--- src/rtl/pong_match_ctrl_if.sv ---
// Match controller bus: frame tick, start button and ball dynamics in; serve control, scores and sound out.
interface pong_match_ctrl_if;
  logic       tick;
  logic       start;
  logic [9:0] x_ball;
  logic       hit;
  logic       ball_hold;
  logic       ball_run;
  logic       serve_left;
  logic [3:0] score1;
  logic [3:0] score2;
  logic [2:0] state;
  logic       game_over;
  logic       mute;
  logic [1:0] code_sound;

  modport master (
    output tick, start, x_ball, hit,
    input  ball_hold, ball_run, serve_left, score1, score2, state, game_over, mute, code_sound
  );

  modport slave (
    input  tick, start, x_ball, hit,
    output ball_hold, ball_run, serve_left, score1, score2, state, game_over, mute, code_sound
  );
endinterface

--- src/rtl/pong_match_ctrl.sv ---
// Pong match sequencer: serve hold, goal detection, scoring, match end and sound cueing.
module pong_match_ctrl #(
  parameter int unsigned GOAL_L      = 0,
  parameter int unsigned GOAL_R      = 630,
  parameter int unsigned WIN_SCORE   = 9,
  parameter int unsigned SERVE_TICKS = 60,
  parameter int unsigned GOAL_TICKS  = 90,
  parameter int unsigned SND_TICKS   = 8
) (
  input logic              clk,
  input logic              clr,
  pong_match_ctrl_if.slave bus
);

  localparam int unsigned XW = 10;
  localparam int unsigned SW = 4;
  localparam int unsigned TW = 8;

  localparam logic [XW-1:0] GOAL_L_C     = XW'(GOAL_L);
  localparam logic [XW-1:0] GOAL_R_C     = XW'(GOAL_R);
  localparam logic [SW-1:0] WIN_C        = SW'(WIN_SCORE);
  localparam logic [TW-1:0] SERVE_LAST_C = TW'(SERVE_TICKS - 1);
  localparam logic [TW-1:0] GOAL_LAST_C  = TW'(GOAL_TICKS - 1);
  localparam logic [TW-1:0] SND_LOAD_C   = TW'(SND_TICKS);

  localparam logic [1:0] SND_STOP = 2'b00;
  localparam logic [1:0] SND_PONG = 2'b01;
  localparam logic [1:0] SND_PING = 2'b10;
  localparam logic [1:0] SND_GO   = 2'b11;

  typedef enum logic [2:0] {
    IDLE  = 3'd0,
    SERVE = 3'd1,
    PLAY  = 3'd2,
    GOAL  = 3'd3,
    OVER  = 3'd4
  } state_e;

  state_e        state_q, state_d;
  logic [TW-1:0] timer_q, timer_d;
  logic [TW-1:0] snd_timer_q, snd_timer_d;
  logic [SW-1:0] score1_q, score1_d;
  logic [SW-1:0] score2_q, score2_d;
  logic          serve_left_q, serve_left_d;
  logic          ball_hold_q, ball_hold_d;
  logic          ball_run_q, ball_run_d;
  logic          game_over_q, game_over_d;
  logic          mute_q, mute_d;
  logic [1:0]    code_q, code_d;
  // Set when start was low on the previous clk; resets clear so a held button is not a press.
  logic          start_low_q, start_low_d;

  logic start_rise;
  logic fire_go, fire_pong, fire_ping;

  assign start_rise = bus.start & start_low_q;

  // Next-state, timers, scores, sound and registered output values.
  always_comb begin
    state_d      = state_q;
    timer_d      = timer_q;
    score1_d     = score1_q;
    score2_d     = score2_q;
    serve_left_d = serve_left_q;
    snd_timer_d  = snd_timer_q;
    mute_d       = mute_q;
    code_d       = code_q;
    fire_go      = 1'b0;
    fire_pong    = 1'b0;
    fire_ping    = 1'b0;
    start_low_d  = ~bus.start;

    case (state_q)
      IDLE, OVER: begin
        if (start_rise) begin
          score1_d = '0;
          score2_d = '0;
          timer_d  = '0;
          state_d  = SERVE;
          fire_go  = 1'b1;
        end
      end
      SERVE: begin
        if (bus.tick) begin
          if (timer_q == SERVE_LAST_C) begin
            timer_d = '0;
            state_d = PLAY;
          end else begin
            timer_d = timer_q + TW'(1);
          end
        end
      end
      PLAY: begin
        if (bus.x_ball <= GOAL_L_C) begin
          score2_d     = (score2_q >= WIN_C) ? WIN_C : score2_q + SW'(1);
          serve_left_d = 1'b1;
          timer_d      = '0;
          state_d      = GOAL;
          fire_pong    = 1'b1;
        end else if (bus.x_ball >= GOAL_R_C) begin
          score1_d     = (score1_q >= WIN_C) ? WIN_C : score1_q + SW'(1);
          serve_left_d = 1'b0;
          timer_d      = '0;
          state_d      = GOAL;
          fire_pong    = 1'b1;
        end else if (bus.hit) begin
          fire_ping = 1'b1;
        end
      end
      GOAL: begin
        if (bus.tick) begin
          if (timer_q == GOAL_LAST_C) begin
            timer_d = '0;
            state_d = (score1_q == WIN_C || score2_q == WIN_C) ? OVER : SERVE;
          end else begin
            timer_d = timer_q + TW'(1);
          end
        end
      end
      default: begin
        timer_d = '0;
        state_d = IDLE;
      end
    endcase

    if (fire_go || fire_pong || fire_ping) begin
      code_d      = fire_go ? SND_GO : (fire_pong ? SND_PONG : SND_PING);
      snd_timer_d = SND_LOAD_C;
      mute_d      = 1'b0;
    end else if (bus.tick && snd_timer_q != '0) begin
      snd_timer_d = snd_timer_q - TW'(1);
      if (snd_timer_q == TW'(1)) begin
        mute_d = 1'b1;
        code_d = SND_STOP;
      end
    end

    ball_hold_d = !(state_d == PLAY || state_d == GOAL);
    ball_run_d  = (state_d == PLAY);
    game_over_d = (state_d == OVER);
  end

  // State and output registers; clr aborts any match back to IDLE.
  always_ff @(posedge clk or posedge clr) begin
    if (clr) begin
      state_q      <= IDLE;
      timer_q      <= '0;
      snd_timer_q  <= '0;
      score1_q     <= '0;
      score2_q     <= '0;
      serve_left_q <= 1'b0;
      ball_hold_q  <= 1'b1;
      ball_run_q   <= 1'b0;
      game_over_q  <= 1'b0;
      mute_q       <= 1'b1;
      code_q       <= SND_STOP;
      start_low_q  <= 1'b0;
    end else begin
      state_q      <= state_d;
      timer_q      <= timer_d;
      snd_timer_q  <= snd_timer_d;
      score1_q     <= score1_d;
      score2_q     <= score2_d;
      serve_left_q <= serve_left_d;
      ball_hold_q  <= ball_hold_d;
      ball_run_q   <= ball_run_d;
      game_over_q  <= game_over_d;
      mute_q       <= mute_d;
      code_q       <= code_d;
      start_low_q  <= start_low_d;
    end
  end

  assign bus.ball_hold  = ball_hold_q;
  assign bus.ball_run   = ball_run_q;
  assign bus.serve_left = serve_left_q;
  assign bus.score1     = score1_q;
  assign bus.score2     = score2_q;
  assign bus.state      = state_q;
  assign bus.game_over  = game_over_q;
  assign bus.mute       = mute_q;
  assign bus.code_sound = code_q;

endmodule
--- src/flat_wrapper.sv ---
// flat-port wrapper written by rule: the top's interface ports become plain ports
module pong_match_ctrl_flat 
#(
  parameter int unsigned GOAL_L      = 0,
  parameter int unsigned GOAL_R      = 630,
  parameter int unsigned WIN_SCORE   = 9,
  parameter int unsigned SERVE_TICKS = 60,
  parameter int unsigned GOAL_TICKS  = 90,
  parameter int unsigned SND_TICKS   = 8
)
  (clk, clr, bus_tick, bus_start, bus_x_ball, bus_hit, bus_ball_hold, bus_ball_run, bus_serve_left, bus_score1, bus_score2, bus_state, bus_game_over, bus_mute, bus_code_sound);
  pong_match_ctrl_if bus_i ();
  input logic clk;
  input logic clr;
  input wire logic [$bits(bus_i.tick)-1:0] bus_tick;
  input wire logic [$bits(bus_i.start)-1:0] bus_start;
  input wire logic [$bits(bus_i.x_ball)-1:0] bus_x_ball;
  input wire logic [$bits(bus_i.hit)-1:0] bus_hit;
  output wire logic [$bits(bus_i.ball_hold)-1:0] bus_ball_hold;
  output wire logic [$bits(bus_i.ball_run)-1:0] bus_ball_run;
  output wire logic [$bits(bus_i.serve_left)-1:0] bus_serve_left;
  output wire logic [$bits(bus_i.score1)-1:0] bus_score1;
  output wire logic [$bits(bus_i.score2)-1:0] bus_score2;
  output wire logic [$bits(bus_i.state)-1:0] bus_state;
  output wire logic [$bits(bus_i.game_over)-1:0] bus_game_over;
  output wire logic [$bits(bus_i.mute)-1:0] bus_mute;
  output wire logic [$bits(bus_i.code_sound)-1:0] bus_code_sound;
  assign bus_i.tick = bus_tick;
  assign bus_i.start = bus_start;
  assign bus_i.x_ball = bus_x_ball;
  assign bus_i.hit = bus_hit;
  assign bus_ball_hold = bus_i.ball_hold;
  assign bus_ball_run = bus_i.ball_run;
  assign bus_serve_left = bus_i.serve_left;
  assign bus_score1 = bus_i.score1;
  assign bus_score2 = bus_i.score2;
  assign bus_state = bus_i.state;
  assign bus_game_over = bus_i.game_over;
  assign bus_mute = bus_i.mute;
  assign bus_code_sound = bus_i.code_sound;
  pong_match_ctrl #(.GOAL_L(GOAL_L), .GOAL_R(GOAL_R), .WIN_SCORE(WIN_SCORE), .SERVE_TICKS(SERVE_TICKS), .GOAL_TICKS(GOAL_TICKS), .SND_TICKS(SND_TICKS)) u_core (.clk(clk), .clr(clr), .bus(bus_i));
endmodule
--- config.mk ---
export PLATFORM = sky130hd
export DESIGN_NAME = pong_match_ctrl_flat
export DESIGN_NICKNAME = d
export VERILOG_FILES = /design/src/rtl/pong_match_ctrl_if.sv /design/src/rtl/pong_match_ctrl.sv /design/src/flat_wrapper.sv
export SDC_FILE = /design/constraint.sdc
export NUM_CORES = 1
export LEC_CHECK = 0
export BUFFER_PORTS_ARGS = -buffer_cell sky130_fd_sc_hd__buf_2
export CAP_MARGIN = 0
export CORE_MARGIN = 2
export CORE_UTILIZATION = 55
export CTS_CLUSTER_SIZE = 30
export DETAILED_ROUTE_END_ITERATION = 16
export PLACE_DENSITY = 0.79
export SLEW_MARGIN = 25
export SYNTH_ARGS = -nofsm -noshare
export SYNTH_HDL_FRONTEND = slang
export SYNTH_SLANG_ARGS = --single-unit
--- constraint.sdc ---
create_clock -name clk -period 2.7 [get_ports clk]
set_input_delay 0.135 -clock clk [delete_from_list [all_inputs] [get_ports clk]]
set_output_delay 0.135 -clock clk [all_outputs]
set_load 0.005 [all_outputs]
=== Yosys cells after proc, flatten, opt, wreduce, memory -nomap -nowiden ===
Index checks and enable logic that the tools add are counted.

* $add $sub $neg: 4
* $mul: 0
* Div/mod/pow operators: 0
* Order comparisons: 4
* Eq/ne operators: 19
* Shifts and indexed selects: 0
* Mux-type cells: 46
* Bitwise logic cells: 2
* Reduce and logical (&&, ||, !) cells: 18

{| class="wikitable"
|+ Operator list
! kind !! number
|-
| two-way mux 8 bit || 9
|-
| one-hot mux 8 bit (4 select lines) || 1
|-
| two-way mux 3 bit || 8
|-
| two-way mux 4 bit || 6
|-
| one-hot mux 4 bit (2 select lines) || 2
|-
| two-way mux 1 bit || 14
|-
| == test 3 x 2 -> 1 bit, second input constant || 4
|-
| one-hot mux 3 bit (4 select lines) || 1
|-
| >= comparator 10 bit, second input constant || 1
|-
| less-or-equal comparator 10 x 1 -> 1 bit, second input constant || 1
|-
| two-way mux 2 bit || 5
|-
| adder 4 x 1 -> 4 bit, second input constant || 2
|-
| adder 8 x 1 -> 8 bit, second input constant || 1
|-
| == test 4 bit, second input constant || 2
|-
| == test 8 x 1 -> 1 bit, second input constant || 1
|-
| == test 8 x 6 -> 1 bit, second input constant || 1
|-
| == test 8 x 7 -> 1 bit, second input constant || 1
|-
| >= comparator 4 bit, second input constant || 2
|-
| AND reduction 4 bit || 2
|-
| nonzero test 2 bit || 4
|-
| nonzero test 8 bit || 1
|-
| subtractor 8 x 1 -> 8 bit, second input constant || 1
|-
| == test 3 bit, second input constant || 2
|-
| inequality test 2 x 1 -> 1 bit, second input constant || 3
|-
| other kinds (12) || 18
|}

* Bits in registers: 35
* Bits in latches: 0
* Bits in writable memories: 0
* Memory bits (read-only): 0
* Input port bits: 15
* Output and inout bits: 18
* Logic and storage cells: 105
* Memories: 0

=== Logic depth before layout (Yosys ltp) ===
* Depth after elaboration: 9
* Gate-level depth with buffers: 8
* Gate-level depth less buffers: 7

=== Worst setup path after synthesis ===
OpenSTA, ideal clock, no wires.

* Path type: reg2reg
* From: register u_core.timer_q[0]
* To: register u_core.timer_q[5]
* Setup time: 0.092 ns
* Arrival time: 1.655 ns
* Required time: 2.608 ns
* Slack: 0.953 ns
* Stages on the path, launching flop included: 8
* Path buffers: 1
* Period minus slack after synthesis: 1.747 ns
* Path through: dfrtp_1 > ha_1 > nand4bb_1 > o21ai_0 > a41o_1 > or2_1 > buf_2 > o31ai_2

* Longest elaborated chain between the ends: 4
* Elaborated cells on any way between the ends: 8
* Classes of those cells: add/sub: 1; eq/ne: 2; mux: 5

{| class="wikitable"
|+ RTL lines
! what !! RTL line !! text
|-
| from (decl) || pong_match_ctrl.sv:40 || <nowiki>logic [TW-1:0] timer_q, timer_d;</nowiki>
|-
| from (signal assigned) || pong_match_ctrl.sv:160 || <nowiki>timer_q <= timer_d;</nowiki>
|-
| adder 8 x 1 -> 8 bit, or another cell as far along || pong_match_ctrl.sv:89, pong_match_ctrl.sv:116 ||
|-
| two-way mux 8 bit (on tied branches) || pong_match_ctrl.sv:112, pong_match_ctrl.sv:85 ||
|-
| two-way mux 8 bit (on tied branches) || pong_match_ctrl.sv:111, pong_match_ctrl.sv:84 ||
|-
| one-hot mux 8 bit (4 select lines) (*) || pong_match_ctrl.sv:73 || <nowiki>case (state_q)</nowiki>
|}

Every way passes the cells marked *; elsewhere a longest branch is shown, timed or not. The select of a mux whose other input is x is not followed.
A chain may end at the register's enable or synchronous reset.

=== Worst setup path in the final report ===
Same ends and word-level chain as after synthesis.

==> flow_summary.ini <==
[sta]
setup_viol = 0
hold_violations = 0
timing.setup.tns_ns = 0
slew_violations = 0
slew_headroom_pct = 64.9
fmax_ghz = 0.525
rsz0062_at_grt = false
fin_crit_sh_pct = 70.6
fin_ws_ns = 0.795
skew_ns = 0.00242
fin_crit_ns = 1.91
worst_pin_slew_ns = 0.522

[clock_network]
cts_hold_buf = 1
numCtsBuffers = 5
cts_tree = built
cts_resized = 0
cts_max_level = 2
root_buffer = clkbuf_8
cts_setup_buffers = 0
clk_latency_ns = 0.29
cts_buffer_depth = 2
clkTransAtPathRegs_ns = 0.07
cts_sinks = 35

[cells_and_area]
fillers = 328
seq_area_um2 = 878
layout.nets = 275
n_antenna_cell = 0
drive_gt1_share_pct = 22.8
multi_input_area_um2 = 1080
area_growth_pct = 14.3
final_cell_count_no_fill = 298

[worst_setup_path]
required_ns = 2.90
worst_setup_path_end_kind = flop
arrival_ns = 2.11
cp_max_fo = 6
crit_chain = ha_1 -> nand4bb_1 -> o21ai_0 -> a41o_1 -> or2_1 -> o31ai_2
cp_slowest_cell = dfrtp_1
criticalPathCategory = flop to flop
cpPeakStageDelay_ns = 0.43
startpoint_type = flop

[route]
drt_iter0_drc = 140
vias_per_cell = 5.79
drcViolationCount = 0
vias = 1726
dr.pass1.iters = 4
wire_per_inst_um = 13.9
ant_nets = 0
wirelength_um = 4140

[logic_synthesis]
synth_seq_area_share_pct = 42.9
synth_top_family_by_area = simple AND/OR/NAND/NOR gates
synth-xor-area-share_pct = 1.71
synth-compound-area-share_pct = 18.4
synthesis.area_um2 = 2050
synthTopCellsByArea = dfrtp_1, ha_1, nand2_1
synth_nets = 238
yosysTopAreaCellShare_pct = 40.3
syn_area_per_cell_um2 = 9.67
synth.distinct_cells = 54
async_reset_ff_share_pct = 100
synth-main-ff-cell = dfrtp_1
yosys-top-cells-count = dfrtp_1, nand2_1, inv_1
synth_top_cell_by_area = dfrtp_1
synthAdderAreaFrac_pct = 6.72
synth_most_common_cell = dfrtp_1
synth_cells = 212
synthMuxAreaShare_pct = 0.488
ys_seq_elements = 35
yosysWarnings = 0
yosys.area_share.simple_pct = 25.6
synth_edf_count = 0

[worst_hold_path]
hold_path.class = input pin to flop

[power_and_ir_drop]
power_mw = 1.92
p_per_area_nw_per_um2 = 819
p_leak_nw = 1.11
worst_ir_drop_vdd_mv = 0.549

[die]
dieArea_um2 = 4230
initial_core_util_pct = 56.4
io-pin-count = 33
rows = 22
die_h_um = 65.0
core_area_um2 = 3630
die_x_um = 65.0

[global_routing]
antenna_found_initial = 0
grt_usage_pct = 22.6
grt_pass1_vias = 1624
grt_max_degree = 36
grt_first_pass_wirelength_um = 7350
overflow = 0

[place]
post-place-ws_ns = 0.844
io_buffers = 32
place_congestion = 0.889
placed_cells = 289
hpwl_um = 3000

[status]
status = finished, final reports clean

[run]
drv_cap = 0
==> final timing paths <==
path	start	endpoint	slack (ns)	cells after the start
max	u_core.timer_q[0]	u_core.timer_q[5]	0.79	6
min	bus_start	u_core.start_low_q	0.04	2
max reg2reg	u_core.timer_q[0]	u_core.timer_q[5]	0.79	6
min reg2reg	u_core.bus.mute	u_core.bus.mute	0.46	2
max in group asynchronous	clr	u_core.bus.mute	1.89	4
min in group asynchronous	clr	u_core.timer_q[2]	0.47	4
==> worst max-delay path: cells and delay by family (launching register included) <==
| family | cells | cell delay, ns |
|---|---|---|
| adders and majority gates | 1 | 0.27 |
| AOI/OAI and AO/OA | 3 | 0.65 |
| and+or+nand+nor | 2 | 0.47 |
| DFF | 1 | 0.43 |
==> power breakdown <==
group / leakage, nW / switching, mW / internal [mW] / total (mW)
clock network: 0.0422 / 0.187 / 0.181 / 0.368
registers: 0.432 / 0.221 / 0.689 / 0.910
logic: 0.636 / 0.344 / 0.297 / 0.640
==> logic make-up after synthesis <==
logic type | after synthesis
simple gates | 91
compound gates | 50
flops | 35
buf+inv | 20
fa+ha+maj | 11
xor+xnor | 4
mux | 1
==> layer usage <==
layer / GRT usage [%] / vias up / wire length (µm)
met4: 7.55 / 0 / 65
met3: 5.90 / 8 / 183
met1: 30.2 / 830 / 2010
li1: - / 839 / -
met2: 35.7 / 49 / 1890
met5: 0 / - / 0
==> layout make-up <==
cell class,instances,area share [%]
clock inverters,1,0.214
multi-input cells,157,46.3
clock buffers,7,3.26
repair buffers,34,7.59
inverters,16,2.56
flip-flops and latches,35,37.5
well taps,48,2.56
==> cell usage in the layout (no fill, tap or decap), types with 2 or more instances in the layout <==
cell type and n:
or4_1 2, a31oi_1 4, nand3b_1 2, o31ai_1 4, nand4_1 4, ha_1 11, inv_1 16, clkbuf_8 5
a21o_1 2, dfstp_2 2, a211oi_1 2, nand3_1 12, nor2_1 15, nand2b_1 3, nor2b_1 2, nand2_1 25
nor4_2 3, a2bb2oi_1 3, dfrtp_1 33, a21oi_1 11, xor2_1 3, o21ai_0 9, clkbuf_1 2, nor3_1 7
and2_1 2, o31ai_2 4, buf_2 32
==> sequential cells by signal, indices dropped and copies added (netlist names), 2 cells and up <==
name / flops
u_core.timer_q: 8
u_core.bus.score1: 4
u_core.bus.score2: 4
u_core.bus.state: 3
u_core.bus.code_sound: 2
u_core.snd_timer_q: 8
==> stage by stage <==
stage	instance area, µm²	hold slack (ns)	util (%)
6_report	2340	0.0393	64.5
4_1_cts	2340	0.0293	64.5
3_3_place_gp	2250	0.252	61.9
5_1_grt	2340	0.0553	64.5
3_5_place_dp	2250	0.258	61.9
2_1_floorplan	2050	0.194	-
Power figures use the tool's default switching activity.
